## src/rtl/saph_fpu_pkg.sv

```systemverilog
// Shared FPU types: operand format, operation modes and the supported-mode mask.
// Also holds small sizing helpers used by the arbiter and its tag FIFO.
package saph_fpu_pkg;

    typedef logic [31:0] float;

    typedef enum logic [2:0] {
        FPU_ADD  = 3'd0,
        FPU_SUB  = 3'd1,
        FPU_MUL  = 3'd2,
        FPU_DIV  = 3'd3,
        FPU_SQRT = 3'd4,
        FPU_MIN  = 3'd5,
        FPU_MAX  = 3'd6,
        FPU_CVT  = 3'd7
    } fpu_mode_t;

    localparam int unsigned FPU_MODE_COUNT = 8;

    // One bit per fpu_mode_t value; bit m set means the FPU implements mode m.
    typedef logic [FPU_MODE_COUNT-1:0] fpu_modes_t;

    localparam float FLOAT_ZERO = 32'h0000_0000;

    function automatic int unsigned idx_width(input int unsigned n);
        return (n > 1) ? $clog2(n) : 1;
    endfunction

    function automatic logic mode_supported(input fpu_modes_t has, input fpu_mode_t m);
        return has[m];
    endfunction

endpackage

```

## src/rtl/saph_tag_fifo.sv

```systemverilog
// Small synchronous FIFO holding requester tags for in-flight FPU operations.
// Pointers wrap modulo depth, so depth need not be a power of two.
module saph_tag_fifo
    import saph_fpu_pkg::*;
#(
    parameter int unsigned width = 1,
    parameter int unsigned depth = 4
) (
    input  logic                         clk,
    input  logic                         rst,
    input  logic                         push_i,
    input  logic [width-1:0]             push_data_i,
    input  logic                         pop_i,
    output logic [width-1:0]             pop_data_o,
    output logic                         full_o,
    output logic                         empty_o,
    output logic [$clog2(depth+1)-1:0]   count_o
);

    localparam int unsigned PTR_W = idx_width(depth);
    localparam int unsigned CNT_W = $clog2(depth + 1);

    typedef logic [PTR_W-1:0] ptr_t;

    logic [width-1:0] mem_q [depth];
    ptr_t             wr_ptr_q, wr_ptr_d;
    ptr_t             rd_ptr_q, rd_ptr_d;
    logic [CNT_W-1:0] count_q, count_d;
    logic             do_push, do_pop;

    function automatic ptr_t ptr_inc(input ptr_t p);
        return (p == ptr_t'(depth - 1)) ? '0 : p + 1'b1;
    endfunction

    assign empty_o    = (count_q == '0);
    assign full_o     = (count_q == CNT_W'(depth));
    assign count_o    = count_q;
    assign pop_data_o = mem_q[rd_ptr_q];

    // A push into a full FIFO is only legal when the head leaves in the same cycle.
    assign do_pop  = pop_i && !empty_o;
    assign do_push = push_i && (!full_o || do_pop);

    // NOTE: every signal assigned in always_comb gets a default first, so no latch is inferred.
    always_comb begin
        wr_ptr_d = wr_ptr_q;
        rd_ptr_d = rd_ptr_q;
        count_d  = count_q;
        if (do_push) begin
            wr_ptr_d = ptr_inc(wr_ptr_q);
        end
        if (do_pop) begin
            rd_ptr_d = ptr_inc(rd_ptr_q);
        end
        case ({do_push, do_pop})
            2'b10:   count_d = count_q + 1'b1;
            2'b01:   count_d = count_q - 1'b1;
            default: count_d = count_q;
        endcase
    end

    // NOTE: sequential state is updated only with non-blocking assignments.
    always_ff @(posedge clk) begin
        if (rst) begin
            wr_ptr_q <= '0;
            rd_ptr_q <= '0;
            count_q  <= '0;
        end else begin
            wr_ptr_q <= wr_ptr_d;
            rd_ptr_q <= rd_ptr_d;
            count_q  <= count_d;
        end
    end

    // NOTE: storage has no reset; an entry is only read after count says it was written.
    always_ff @(posedge clk) begin
        if (do_push) begin
            mem_q[wr_ptr_q] <= push_data_i;
        end
    end

endmodule

```

## src/rtl/saph_fpu_arbiter.sv

```systemverilog
// Round-robin arbiter sharing one FPU between several requesters; the tag FIFO
// remembers who issued each operation so in-order results route back correctly.
module saph_fpu_arbiter
    import saph_fpu_pkg::*;
#(
    parameter int unsigned ports = 2,
    parameter int unsigned depth = 4
) (
    input  logic                    clk,
    input  logic                    rst,
    input  logic [ports-1:0]        req_trig,
    input  fpu_mode_t [ports-1:0]   req_mode,
    input  float [ports-1:0]        req_lhs,
    input  float [ports-1:0]        req_rhs,
    output logic [ports-1:0]        req_ready,
    output logic [ports-1:0]        resp_valid,
    output float                    resp_res,
    input  logic                    fpu_d_ready,
    input  fpu_modes_t              fpu_has_modes,
    output logic                    fpu_d_trig,
    output fpu_mode_t               fpu_d_mode,
    output float                    fpu_d_lhs,
    output float                    fpu_d_rhs,
    input  logic                    fpu_q_trig,
    input  float                    fpu_q_res,
    output logic                    err_orphan
);

    localparam int unsigned TAG_W = idx_width(ports);
    localparam int unsigned CNT_W = $clog2(depth + 1);

    typedef logic [TAG_W-1:0] tag_t;

    tag_t             last_q, last_d;
    logic             err_orphan_q, err_orphan_d;

    logic             fifo_full, fifo_empty;
    logic [CNT_W-1:0] fifo_count;
    tag_t             head_tag;

    logic             pop, space;
    logic [ports-1:0] eligible;
    logic             grant_any;
    tag_t             grant_idx;
    tag_t             cand;

    // A returning result frees a slot in the same cycle, so a full FIFO can still accept.
    assign pop   = fpu_q_trig && !fifo_empty && !rst;
    assign space = !fifo_full || pop;

    always_comb begin
        eligible = '0;
        for (int unsigned i = 0; i < ports; i++) begin
            eligible[i] = req_trig[i] && mode_supported(fpu_has_modes, req_mode[i])
                          && fpu_d_ready && space && !rst;
        end
    end

    // Scan starts just after the last winner, so each requester waits at most ports-1 grants.
    always_comb begin
        grant_any = 1'b0;
        grant_idx = last_q;
        cand      = '0;
        for (int unsigned k = 1; k <= ports; k++) begin
            cand = tag_t'((32'(last_q) + k) % ports);
            if (!grant_any && eligible[cand]) begin
                grant_any = 1'b1;
                grant_idx = cand;
            end
        end
    end

    always_comb begin
        req_ready  = '0;
        fpu_d_trig = 1'b0;
        fpu_d_mode = FPU_ADD;
        fpu_d_lhs  = FLOAT_ZERO;
        fpu_d_rhs  = FLOAT_ZERO;
        if (grant_any) begin
            req_ready[grant_idx] = 1'b1;
            fpu_d_trig           = 1'b1;
            fpu_d_mode           = req_mode[grant_idx];
            fpu_d_lhs            = req_lhs[grant_idx];
            fpu_d_rhs            = req_rhs[grant_idx];
        end
    end

    always_comb begin
        resp_valid = '0;
        resp_res   = FLOAT_ZERO;
        if (pop) begin
            resp_valid[head_tag] = 1'b1;
            resp_res             = fpu_q_res;
        end
    end

    always_comb begin
        last_d       = grant_any ? grant_idx : last_q;
        err_orphan_d = err_orphan_q || (fpu_q_trig && fifo_empty);
    end

    // Reset value of last makes requester 0 the first winner.
    always_ff @(posedge clk) begin
        if (rst) begin
            last_q       <= tag_t'(ports - 1);
            err_orphan_q <= 1'b0;
        end else begin
            last_q       <= last_d;
            err_orphan_q <= err_orphan_d;
        end
    end

    assign err_orphan = err_orphan_q;

    saph_tag_fifo #(
        .width (TAG_W),
        .depth (depth)
    ) u_tag_fifo (
        .clk         (clk),
        .rst         (rst),
        .push_i      (grant_any),
        .push_data_i (grant_idx),
        .pop_i       (pop),
        .pop_data_o  (head_tag),
        .full_o      (fifo_full),
        .empty_o     (fifo_empty),
        .count_o     (fifo_count)
    );

    a_no_overflow: assert property (@(posedge clk) disable iff (rst)
        !(grant_any && (fifo_count == CNT_W'(depth)) && !pop));

endmodule

```

## config.mk

```make
export PLATFORM = sky130hd
export DESIGN_NAME = saph_fpu_arbiter
export DESIGN_NICKNAME = d
export VERILOG_FILES = /design/src/rtl/saph_fpu_pkg.sv /design/src/rtl/saph_tag_fifo.sv /design/src/rtl/saph_fpu_arbiter.sv
export SDC_FILE = /design/constraint.sdc
export NUM_CORES = 1
export LEC_CHECK = 0
export BUFFER_PORTS_ARGS = -buffer_cell sky130_fd_sc_hd__buf_2
export CAP_MARGIN = 5
export CORE_AREA = 2 2 111 113
export DETAILED_ROUTE_END_ITERATION = 6
export DIE_AREA = 0 0 113 115
export HOLD_SLACK_MARGIN = 0.12
export PLACE_DENSITY = 0.53
export SYNTH_ARGS = -nofsm -noshare
export SYNTH_HDL_FRONTEND = slang
export SYNTH_SLANG_ARGS = --single-unit
```

## constraint.sdc

```tcl
create_clock -name clk -period 6.7 [get_ports clk]
set_clock_uncertainty 0.15 [all_clocks]
set_input_delay 1.34 -clock clk [delete_from_list [all_inputs] [get_ports clk]]
set_output_delay 1.34 -clock clk [all_outputs]
set_load 0.1 [all_outputs]
```

==> flow_results.org, run 1 <==
** Outcome
- Outcome :: finished with violations
- The checks that failed: DRC.

** Finish
- The net count of the finished layout is 664.
- Signed area change from the synthesized netlist to the final layout :: 92.4%
- After routing the design area is 3410 µm².
- The post-route netlist has 63.4% of its cells at a drive strength greater than 1.
- Leaving out fill and tap cells, the most frequent cell in the layout is sky130_fd_sc_hd__buf_2.
- Commonest cells after routing, fill and taps aside :: sky130_fd_sc_hd__buf_2, sky130_fd_sc_hd__a22o_1, sky130_fd_sc_hd__and2_1
- Antenna Diode Count :: 0
- Finished Layout Cells :: 623

** Detailed routing
- Dividing the detail-routed via count by the number of cells gives 4.38.
- The detailed router finished its first iteration with 102 violations.
- For this run, the detailed router's first-pass iteration total came to 7.
- After detailed routing, the wire length on met1 is approximately 3300 µm.
- The routed layout has 2730 vias.
- Routed met2 length :: 4240 µm
- Final routed wirelength across all metal layers :: approximately 8400 µm
- In this run the top signal layer used is met4.
- After detailed routing, the number of remaining DRC violations is 17.
- Detail Route Antenna Nets :: 0
- Wire length per cell :: 13.4 µm
- Met3 layer wire length in the routed design :: approximately 710 µm

** Global route
- Wire length of the first global-routing pass :: roughly 12000 µm
- Maximum number of pins on one net before global-route repair :: 47
- Antenna violations before repair :: 0
- Global routing used 11.4% of the available tracks.
- The via count of the first global-routing pass is 2462.
- Summed over all layers, the global routing overflow is 0.

** Yosys
- Synth Register Bits :: 15
- Cell taking the most area after synthesis :: sky130_fd_sc_hd__a22o_1
- In this run, distinct cell masters in the synthesized netlist total 37.
- Mean Syn Cell Area :: 8.81 µm²
- The cell area that synthesis handed to floorplanning was between 1500 and 2000 µm².
- Sequential elements use 19.2% of the synthesized area.
- Gate count after technology mapping :: 201
- By area the synthesized netlist is led by sky130_fd_sc_hd__a22o_1, sky130_fd_sc_hd__and2_1, sky130_fd_sc_hd__dfxtp_1.
- Number of nets produced by synthesis :: 388
- Synth Warn # :: 0
- The share of synthesized area in the top cell type comes to 33.1%.

** Timing
- At the pin with the least slew margin, the transition time is between 0.8 and 0.9 ns.
- Final count of pins violating max slew :: 0
- In this run the tightest slew margin relative to its limit is 46.1%.
- Final hold viol count :: 0
- Hold is met by 0.318 ns.
- Shortest clock period the worst path allows after layout :: 5.65 ns
- Setup repair after global routing left no endpoint under its margin.
- Setup violations remaining at the end of the flow were counted as 0.
- Fin crit share :: 84.3%
- Highest clock frequency the design can meet :: between 150 and 200 MHz
- Setup tns final :: 0 ns

** Critical path
- The worst setup path is captured at an output pin.
- Of all nets on the critical path, the largest fanout is 41.
- In this run the worst setup path begins at req_mode[0].
- Data arrival time of the critical path :: 4.16 ns
- Required arrival time at the worst endpoint :: approximately 5.2 ns
- STA classifies the critical path startpoint as a primary input.
- The critical path in this run is classified as primary input to output pin.
- Startpoint of the worst register-to-register path :: u_tag_fifo.count_o[0]

** Clock network
- Clock Sink Count :: 15
- The number of setup buffers added after CTS is 0.
- The number of hold buffers added after CTS was 0.
- Once the clock tree was built, the resizer swapped 0 gates to a different size.
- TritonCTS built the clock tree.
- Register clock-pin slew on the reported worst setup and hold paths :: 0.04 ns
- In this run, CTS created clock tree buffers numbering 3.
- For the worst-skew pair, the clock arrives at the later sink with an insertion delay of between 0.2 and 0.25 ns.
- Maximum clock path buffer count :: 2
- Root Buffer Master :: sky130_fd_sc_hd__clkbuf_16
- Clock H-tree levels :: 1

** Place
- Total placed cells including tap cells :: 619
- After legalization and detailed placement, the total HPWL measured ~7200 µm.
- Final weighted congestion in routability-driven placement :: 0.818
- Post-place instance area :: 3330 µm²
- Input and output buffers added on the ports amount to between 200 and 300.

** Min path
- Worst hold-check path type :: flip-flop to flip-flop
- The worst hold path begins at err_orphan.

** Floorplanning
- The core region is 11800 µm².
- Die outline area :: 13000 µm²
- The floorplan step set the die height to 115 µm.
- Pin placement for this block handled 285 I/O pins.
- Number of placement rows :: 40
- Once the floorplan was initialized, standard cells occupied ~15% of the core.
- The floorplan step set the die width to 113 µm.

** Power and ir drop
- Static leakage :: 1.99 nW
- Dividing total power by cell area gives a power density of approximately 170 nW/µm².
- IR analysis of the VDD net gives a maximum drop of 94.1 µV.
- Post-layout total power :: roughly 0.57 mW

** Run
- Max-cap violations :: 0
## area by class of cell
type,instances,area [µm²]
clock buffers,4,78.8
fillers,1236,8400
inverters,6,22.5
multi-input cells,162,1310
flip-flops and latches,15,340
well taps,147,184
repair buffers,289,1470
## worst max-delay path, cell delays in order
cell	delay (ns)
sky130_fd_sc_hd__buf_2	0.14
sky130_fd_sc_hd__mux4_2	0.33
sky130_fd_sc_hd__nor2b_1	0.06
sky130_fd_sc_hd__nor4_2	0.58
sky130_fd_sc_hd__o21a_2	0.78
sky130_fd_sc_hd__buf_4	0.33
sky130_fd_sc_hd__a22o_1	0.17
sky130_fd_sc_hd__buf_2	0.43
## synth_stat cells
| library cell | number |
|---|---|
| sky130_fd_sc_hd__a21o_1 | 1 |
| sky130_fd_sc_hd__a21oi_1 | 4 |
| sky130_fd_sc_hd__a21oi_2 | 1 |
| sky130_fd_sc_hd__nor3_1 | 3 |
| sky130_fd_sc_hd__ha_1 | 6 |
| sky130_fd_sc_hd__buf_2 | 7 |
| sky130_fd_sc_hd__or4_4 | 1 |
| sky130_fd_sc_hd__edfxtp_1 | 4 |
| sky130_fd_sc_hd__a2111oi_0 | 1 |
| sky130_fd_sc_hd__a22o_1 | 67 |
| sky130_fd_sc_hd__buf_6 | 3 |
| sky130_fd_sc_hd__xor2_1 | 2 |
| sky130_fd_sc_hd__nor3b_1 | 1 |
| sky130_fd_sc_hd__o21a_1 | 1 |
| sky130_fd_sc_hd__fa_1 | 1 |
| sky130_fd_sc_hd__nor2_1 | 9 |
| sky130_fd_sc_hd__o31ai_1 | 3 |
| sky130_fd_sc_hd__or4_1 | 1 |
| sky130_fd_sc_hd__dfxtp_1 | 11 |
| sky130_fd_sc_hd__nand3b_1 | 1 |
| sky130_fd_sc_hd__nand2b_1 | 2 |
| sky130_fd_sc_hd__nand2_1 | 1 |
| sky130_fd_sc_hd__or3_1 | 1 |
| sky130_fd_sc_hd__and2_1 | 37 |
| sky130_fd_sc_hd__nor2b_1 | 3 |
| sky130_fd_sc_hd__nor4_2 | 1 |
| sky130_fd_sc_hd__o21ai_0 | 4 |
| sky130_fd_sc_hd__or4b_2 | 1 |
| sky130_fd_sc_hd__mux2_2 | 3 |
| sky130_fd_sc_hd__buf_4 | 2 |
| sky130_fd_sc_hd__mux4_2 | 2 |
| sky130_fd_sc_hd__nor4_1 | 1 |
| sky130_fd_sc_hd__a211o_1 | 1 |
| sky130_fd_sc_hd__mux4_1 | 1 |
| sky130_fd_sc_hd__mux2i_1 | 1 |
| sky130_fd_sc_hd__inv_1 | 6 |
| sky130_fd_sc_hd__clkbuf_1 | 6 |
## kinds of logic after synthesis
family,Yosys count,share of synthesized area (%)
adders and majority gates,7,5.37
xor gates and xnor gates,2,0.989
muxes,7,6.50
AOI/OAI and AO/OA,83,39.0
and+or+nand+nor,63,21.7
buffers and inverters,24,7.27
DFF,15,19.2
## per-layer routing
layer	global-route usage, %	up-vias
met2	21.7	174
met1	13.0	1220
met5	0	-
met4	3.50	0
met3	1.90	8
li1	-	1328
## worst paths after layout
| path | endpoint | slack, ns | cells after the start |
|---|---|---|---|
| worst max-delay path | fpu_d_lhs[27] | 1.05 | 8 |
| worst min-delay path | err_orphan | 0.32 | 2 |
| worst max register to register | u_tag_fifo.count_o[2] | 3.53 | 11 |
| worst min register to register | err_orphan | 0.32 | 2 |
## through the flow
step                      worst slack [ns]  utilization (%)
final                                 1.05             28.9
after global routing                 0.815             28.9
after CTS                            0.985             28.9
after detailed placement             0.986             28.2
after global placement                1.05             28.2
after floorplan                       1.40                -
## power by group
group	switching, mW	leakage [nW]	total [mW]	internal [mW]
clock	0.0348	0.0382	0.115	0.0804
combinational	0.259	1.82	0.346	0.0875
sequential	0.00466	0.124	0.104	0.0997
total	0.298	1.99	0.566	0.268
No activity file was read; power rests on OpenSTA's default activity.
==> run 2, diff against run 1 <==
CORE_AREA = 2 2 112 114   (was 2 2 111 113)
DIE_AREA = 0 0 114 116   (was 0 0 113 115)
clock period = 5.5 ns   (was 6.7 ns; I/O delays follow)
==> run 2 against run 1 <==
  * The flow now finishes without violations
  * Wire length grew 2.9%
  * Sequential share of layout area hardly changed
  * Design area about the same
  * Setup slack lost 0.18 ns
==> flow_results.org, run 2 (synthesis gave the netlist of run 1 again) <==
** Floorplanning
- Die outline area :: 13200 µm² (was 13000 µm²)
- The die width came to 114 µm (was 113 µm).
- Core region area :: 11900 µm² (was 11800 µm²)
- Initial core utilization :: 14.9% (was 15.0%)
- The die extent in y was 116 µm (was 115 µm).
- # IOs :: 285 (unchanged)
- Number of placement rows :: 40 (unchanged)

** Timing
- Setup repair after global routing missed its margin: no (unchanged).
- Final setup violation count :: 0 (unchanged)
- Shortest clock period the worst path allows after layout :: 4.63 ns
- The setup TNS was 0 ns (unchanged).
- The measured slew at the worst slew-check pin was 0.755 ns (was 0.808 ns).
- Fin crit share :: 84.1%
- Tightest slew margin relative to the limit :: 48.4% (was 46.1%)
- Highest clock frequency the design can meet :: 216 MHz
- Final count of pins violating max slew :: 0 (unchanged)
- Final hold viol count :: 0 (unchanged)

** Finish
- Commonest cells after routing, fill and taps aside :: sky130_fd_sc_hd__buf_2, sky130_fd_sc_hd__a22o_1, sky130_fd_sc_hd__and2_1 (unchanged)
- Fraction of final layout cells with drive strength greater than 1 :: 63.3% (was 63.4%)
- The synthesis-to-finish area growth came to 92.2% (was 92.4%).
- Most common cell after layout, fill and taps aside :: sky130_fd_sc_hd__buf_2 (unchanged)
- Area used by multi-input combinational logic :: 1310 µm² (unchanged)
- The count of filler cells inserted in the layout is 1265 (was 1236).
- The register cell area after layout is 340 µm² (unchanged).
- Nets@finish :: 662 (was 664)
- Antenna Diode Count :: 0 (unchanged)
- The final standard cell count with taps included and fillers excluded was 621 (was 623).

** Global route
- The all-layer global routing usage is 11.7% (was 11.4%).
- Wire length of the first global-routing pass :: 12400 µm (was 11900 µm)
- The maximum number of pins on one net before global-route repair is 69 (was 47).
- The global-route congestion overflow total was 0 (unchanged).
- The number of antenna violations at the first check in global routing was 1 (was 0).
- The via count of the first global-routing pass was 2504 (was 2462).

** Power and ir drop
- Static leakage :: 1.98 nW (was 1.99 nW)
- Sequential share of power :: 18.5% (was 18.4%)
- The worst supply voltage drop on vdd came to 67.8 µV (was 94.1 µV).
- The cell-internal power came to 0.326 mW (was 0.268 mW).
- Clk network pwr share :: 20.0% (was 20.4%)
- Switching power as a share of total power :: 52.7% (about the same)
- Post-layout total power :: 0.689 mW (was 0.566 mW)
- Power per cell area :: 202 nW/µm² (was 166 nW/µm²)
- Net switching power of the design :: 0.363 mW (was 0.298 mW)
- Combinational Power Share :: 61.5% (was 61.2%)

** Clock network
- Register clock-pin slew on the reported worst setup and hold paths :: 0.05 ns (was 0.04 ns)
- The number of levels the H-tree was split into was 1 (unchanged).
- Worst-Skew Late Latency :: 0.24 ns (about the same)
- # resized after CTS :: 0 (unchanged)
- The clock tree from TritonCTS is done (unchanged).
- Clock buffer count from CTS :: 3 (unchanged)
- The clock tree root buffer cell was sky130_fd_sc_hd__clkbuf_16 (unchanged).
- Setup fix buffers added after clock tree synthesis :: 0 (unchanged)
- The maximum number of buffers from clock root to sink was 2 (unchanged).
- Number of hold-repair buffers added at the cts stage :: 0 (unchanged)
- The total number of clock tree sinks is 15 (unchanged).

** Place
- Number of I/O port buffers :: 284 (unchanged)
- Total placed cells including tap cells :: 617 (was 619)
- Half-perimeter wire length after placement :: 7390 µm (was 7190 µm)
- The routability congestion estimate was 0.833 (was 0.818).

** Detailed routing
- The number of remaining DRC errors was 0 (was 17).
- The routed wirelength normalized by instance count is 13.8 µm (was 13.4 µm).
- The number of DRC violations after detailed-routing iteration 0 is 106 (was 102).
- Detail Route Antenna Nets :: 0 (unchanged)
- Via count :: 2734 (was 2730)
- Final routed wirelength across all metal layers :: 8600 µm (was 8360 µm)
- Total iterations of the first detailed-routing run :: 4 (was 7)
- Via/cell ratio :: 4.40 (was 4.38)

** Critical path
- The type of element launching the critical path is a primary input (unchanged).
- Worst-path maximum fanout :: 68 (was 41)
- The class of the most critical setup path is primary input to output pin (unchanged).
- Kind of end point of the critical path :: output pin (unchanged)
- Required arrival time at the worst endpoint :: 4.25 ns (was 5.21 ns)
- The data arrival time of the critical path was 3.38 ns (was 4.16 ns).

** Outcome
- Outcome :: finished, final reports clean (was finished with violations)

** Run
- Max-cap violations :: 0 (unchanged)

** Min path
- The kind of path behind the tightest hold check was flip-flop to flip-flop (unchanged).
-- run 2: cell types whose count changed in the layout (fill, tap and decap cells not counted), sizes merged --
cell  delta
buf      -2
-- run 2: layout make-up --
cell class	instances	area share, %
inverter	6	0.661
sequential	15	9.99
multi-input combinational	162	38.5
tap	147	5.40
timing repair buffer	287	43.1
clock buffer	4	2.31
-- run 2: through the flow --
stage	utilization [%]	instance area, µm²	setup slack, ns	hold slack, ns
global route	28.6	3410	0.750	0.386
floorplan	-	1770	0.678	0.317
detailed placement	27.9	3330	0.867	0.328
CTS	28.6	3410	0.857	0.341
global placement	27.9	3330	0.908	0.324
finish	28.6	3410	0.875	0.334
-- run 2: layer usage --
metal / share of wire (%) / GRT usage [%] / wire length (µm)
met5: 0.15 / 0 / 13
met4: 0.57 / 1.30 / 49
met1: 43 / 15.4 / 3700
met3: 9.0 / 2.82 / 774
met2: 47 / 20.0 / 4060
-- run 2: power groups by stage --
stage	clock [mW]	sequential, mW	combinational (mW)
4_1_cts	0.142	0.127	0.425
5_1_grt	0.148	0.128	0.443
3_3_place_gp	0	0.129	0.423
2_1_floorplan	0	0.134	0.308
3_5_place_dp	0	0.129	0.424
6_report	0.138	0.127	0.423
-- run 2: worst max-delay path: stages --
cell	delay, ns
sky130_fd_sc_hd__buf_2	0.11
sky130_fd_sc_hd__or4b_2	0.60
sky130_fd_sc_hd__nand3b_1	0.24
sky130_fd_sc_hd__or4_4	0.22
sky130_fd_sc_hd__o21a_2	0.14
sky130_fd_sc_hd__buf_12	0.27
sky130_fd_sc_hd__a22o_1	0.22
sky130_fd_sc_hd__buf_2	0.43
-- run 2: worst paths after layout --
| path | slack (ns) | start | to | depth (start not counted) |
|---|---|---|---|---|
| worst max-delay path | 0.87 | fpu_q_trig | fpu_d_lhs[31] | 8 |
| worst min-delay path | 0.33 | err_orphan | err_orphan | 2 |
| worst max register to register | 2.30 | u_tag_fifo.count_o[0] | u_tag_fifo.count_o[2] | 11 |
| worst min register to register | 0.33 | err_orphan | err_orphan | 2 |
==> run 3, diff against run 2 <==
clock period = 4.7 ns   (was 5.5 ns; I/O delays follow)
==> run 3 against run 2 <==
  * Hold slack improved by 0.0097 ns
  * Final cell count up 0.32%
  * Wire length grew 9.3%
  * Flip-flop and latch count stayed put
  * Register-to-register slack lost 0.75 ns
  * Sequential share of layout area down 2.0 points
  * Sequential power grew 17%
  * Via count grew 2.5%
  * Power rose by 29%
  * Combinational power grew 37%
  * Critical endpoint is now fpu_d_rhs[21]
  * Global-route usage rose by 1.4 points
  * Design area up 26%
==> flow_results.org, run 3 (synthesis gave the netlist of run 1 again) <==
** Outcome
- Outcome: finished, final reports clean (unchanged).

** Clock network
- Register clock-pin slew on the reported worst setup and hold paths :: 0.05 ns (about the same)
- Maximum clock path buffer count :: 2 (unchanged)
- Clock buffer count from CTS :: 3 (unchanged)
- TritonCTS clock tree :: done (unchanged)
- Number of hold-repair buffers added at the cts stage :: 0 (unchanged)
- Worst-Skew Late Latency :: 0.24 ns (about the same)
- The number of levels the H-tree was split into was 1 (unchanged).
- # resized after CTS :: 0 (unchanged)
- The total number of clock tree sinks was 15 (unchanged).
- Setup fix buffers added after clock tree synthesis :: 0 (unchanged)
- The clock tree root buffer cell is sky130_fd_sc_hd__clkbuf_16 (unchanged).

** Critical path
- The class of the most critical setup path is primary input to output pin (unchanged).
- The data required time at the worst endpoint was 3.61 ns (was 4.25 ns).
- Destination of the worst register-to-register timing path :: u_tag_fifo.count_o[2] (unchanged)
- Register-to-register path setup slack :: 1.55 ns (was 2.30 ns)
- Worst-path maximum fanout :: 40 (was 68)
- Kind of start point of the critical path :: primary input (unchanged)
- The launch point of the critical path was req_mode[0] (was fpu_q_trig).
- The capturing element type of the critical path was an output pin (unchanged).
- The cell depth of the worst flop-to-flop path was 11 (unchanged).
- Data arrival time of the critical path :: 3.25 ns (was 3.38 ns)
- The startpoint of the worst-slack reg-to-reg timing path was u_tag_fifo.count_o[0] (unchanged).
- The last element of the critical path is fpu_d_rhs[21] (was fpu_d_lhs[31]).

** Timing
- The setup TNS was 0 ns (unchanged).
- Shortest clock period the worst path allows after layout :: 4.34 ns
- Fin crit share :: between 90 and 100%
- Static timing analysis puts the maximum clock frequency at 230 MHz.
- Final count of pins violating max slew :: 0 (unchanged)
- Setup repair after global routing missed its margin: no (unchanged).
- Transition time of the tightest slew-check pin :: 0.654 ns (was 0.755 ns)
- The worst relative slew slack was 56.2% (was 48.4%).
- Final setup violation count :: 0 (unchanged)
- The hold violation count in the final report is 0 (unchanged).

** Power and ir drop
- Power per cell area :: 208 nW/µm² (was 202 nW/µm²)
- The leakage power of the design came to 2.16 nW (was 1.98 nW).
- Post-layout total power :: 0.890 mW (was 0.689 mW)
- VDD IR max :: 141 µV (was 67.8 µV)

** Floorplanning
- # IOs :: 285 (unchanged)
- The die width is 114 µm (unchanged).
- Die H :: 116 µm (unchanged)
- Core region area :: 11900 µm² (unchanged)
- The floorplan row count was 40 (unchanged).
- The initial cell density of the core is 14.9% (unchanged).
- Die outline area :: 13200 µm² (unchanged)

** Finish
- The most common cell after layout, fill and taps aside is sky130_fd_sc_hd__buf_2 (unchanged).
- Fraction of final layout cells with drive strength greater than 1 :: 63.7% (was 63.3%)
- Antenna Diode Count :: 0 (unchanged)
- Area used by multi-input combinational logic :: 1310 µm² (unchanged)
- The final instance area was 4280 µm² (was 3410 µm²).
- Sequential standard cell area :: 340 µm² (unchanged)
- The number of nets in the finished design is 664 (was 662).
- The count of filler cells inserted in the layout was 1205 (was 1265).
- Signed area change from the synthesized netlist to the final layout :: 141% (was 92.2%)
- Commonest cells after routing, fill and taps aside :: sky130_fd_sc_hd__buf_2, sky130_fd_sc_hd__a22o_1, sky130_fd_sc_hd__buf_12 (was sky130_fd_sc_hd__buf_2, sky130_fd_sc_hd__a22o_1, sky130_fd_sc_hd__and2_1)
- Finished Layout Cells :: 623 (was 621)

** Detailed routing
- Detail Route Antenna Nets :: 0 (unchanged)
- Final routed wirelength across all metal layers :: 9400 µm (was 8600 µm)
- The number of DRC violations after detailed-routing iteration 0 is 79 (was 106).
- Wire length per cell :: 15.1 µm (was 13.8 µm)
- The per-cell via count in the routed design was 4.50 (was 4.40).
- Via count :: 2801 (was 2734)
- The number of iterations in the first detailed-routing pass was 4 (unchanged).
- Number of remaining DRC errors :: 0 (unchanged)

** Min path
- Worst hold-check path type :: flip-flop to flip-flop (unchanged)

** Place
- The number of placed instances with taps included came to 619 (was 617).
- Half-perimeter wire length after placement :: 8300 µm (was 7390 µm)
- The routability congestion estimate is 0.824 (was 0.833).
- The total of buffers placed on input and output ports was 284 (unchanged).
- The placed cell area is 4200 µm² (was 3330 µm²).

** Global route
- The maximum number of pins on one net before global-route repair came to 69 (unchanged).
- Via count of the first global-routing pass :: 2840 (was 2504)
- Total congestion overflow :: 0 (unchanged)
- Wire length of the first global-routing pass :: 13800 µm (was 12400 µm)
- Antenna violations before repair :: 0 (was 1)
- Combined global-route utilization of all metal layers :: 13.0% (was 11.7%)

** Run
- The number of maximum-capacitance violations is 0 (unchanged).
run 3: cell types whose count changed in the layout (fill, tap and decap cells not counted):
cell                       change
sky130_fd_sc_hd__buf_12       +57
sky130_fd_sc_hd__clkbuf_1      -1
sky130_fd_sc_hd__buf_4         +2
sky130_fd_sc_hd__buf_2        -57
sky130_fd_sc_hd__clkinv_2      +1
run 3: how the worst min path moves through the flow:
stage / from / end / depth (start not counted)
after floorplan: u_tag_fifo.count_o[2] / u_tag_fifo.count_o[2] / 2
after global placement: err_orphan / err_orphan / 2
after detailed placement: err_orphan / err_orphan / 2
after CTS: err_orphan / err_orphan / 2
after global routing: err_orphan / err_orphan / 2
final: err_orphan / err_orphan / 2
run 3: layer usage:
metal | wire length (µm) | GRT usage, % | vias to the layer above
met5 | 0 | 0 | -
met3 | 892 | 3.87 | 12
li1 | - | - | 1325
met2 | 4710 | 23.8 | 163
met4 | 133 | 2.44 | 0
met1 | 3660 | 15.2 | 1301
run 3: area by class of cell:
cell class | count | area share, %
clock buffer | 3 | 1.75
clock inverter | 1 | 0.117
inverter | 6 | 0.526
multi-input combinational | 162 | 30.7
sequential | 15 | 7.96
tap | 147 | 4.30
timing repair buffer | 289 | 54.7
run 3: per-stage QoR:
| stage | hold WS, ns | setup slack, ns | util, % |
|---|---|---|---|
| after floorplan | 0.317 | 0.198 | - |
| after global placement | 0.323 | 0.424 | 35.2 |
| final | 0.343 | 0.359 | 35.9 |
| after CTS | 0.355 | 0.366 | 35.9 |
| after global routing | 0.372 | 0.237 | 35.9 |
| after detailed placement | 0.342 | 0.375 | 35.2 |
run 3: worst max-delay path, stage by stage:
cell                      delay, ns
sky130_fd_sc_hd__buf_2         0.14
sky130_fd_sc_hd__mux4_2        0.33
sky130_fd_sc_hd__nor2b_1       0.07
sky130_fd_sc_hd__nor4_2        0.52
sky130_fd_sc_hd__o21a_2        0.54
sky130_fd_sc_hd__buf_12        0.26
sky130_fd_sc_hd__a22o_1        0.23
sky130_fd_sc_hd__buf_12        0.19
run 3: power breakdown:
part | switching, mW | leakage, nW | internal, mW | total (mW)
sequential | 0.00702 | 0.124 | 0.142 | 0.149
clock | 0.0500 | 0.0409 | 0.113 | 0.163
combinational | 0.385 | 1.99 | 0.193 | 0.578
total | 0.442 | 2.16 | 0.448 | 0.890
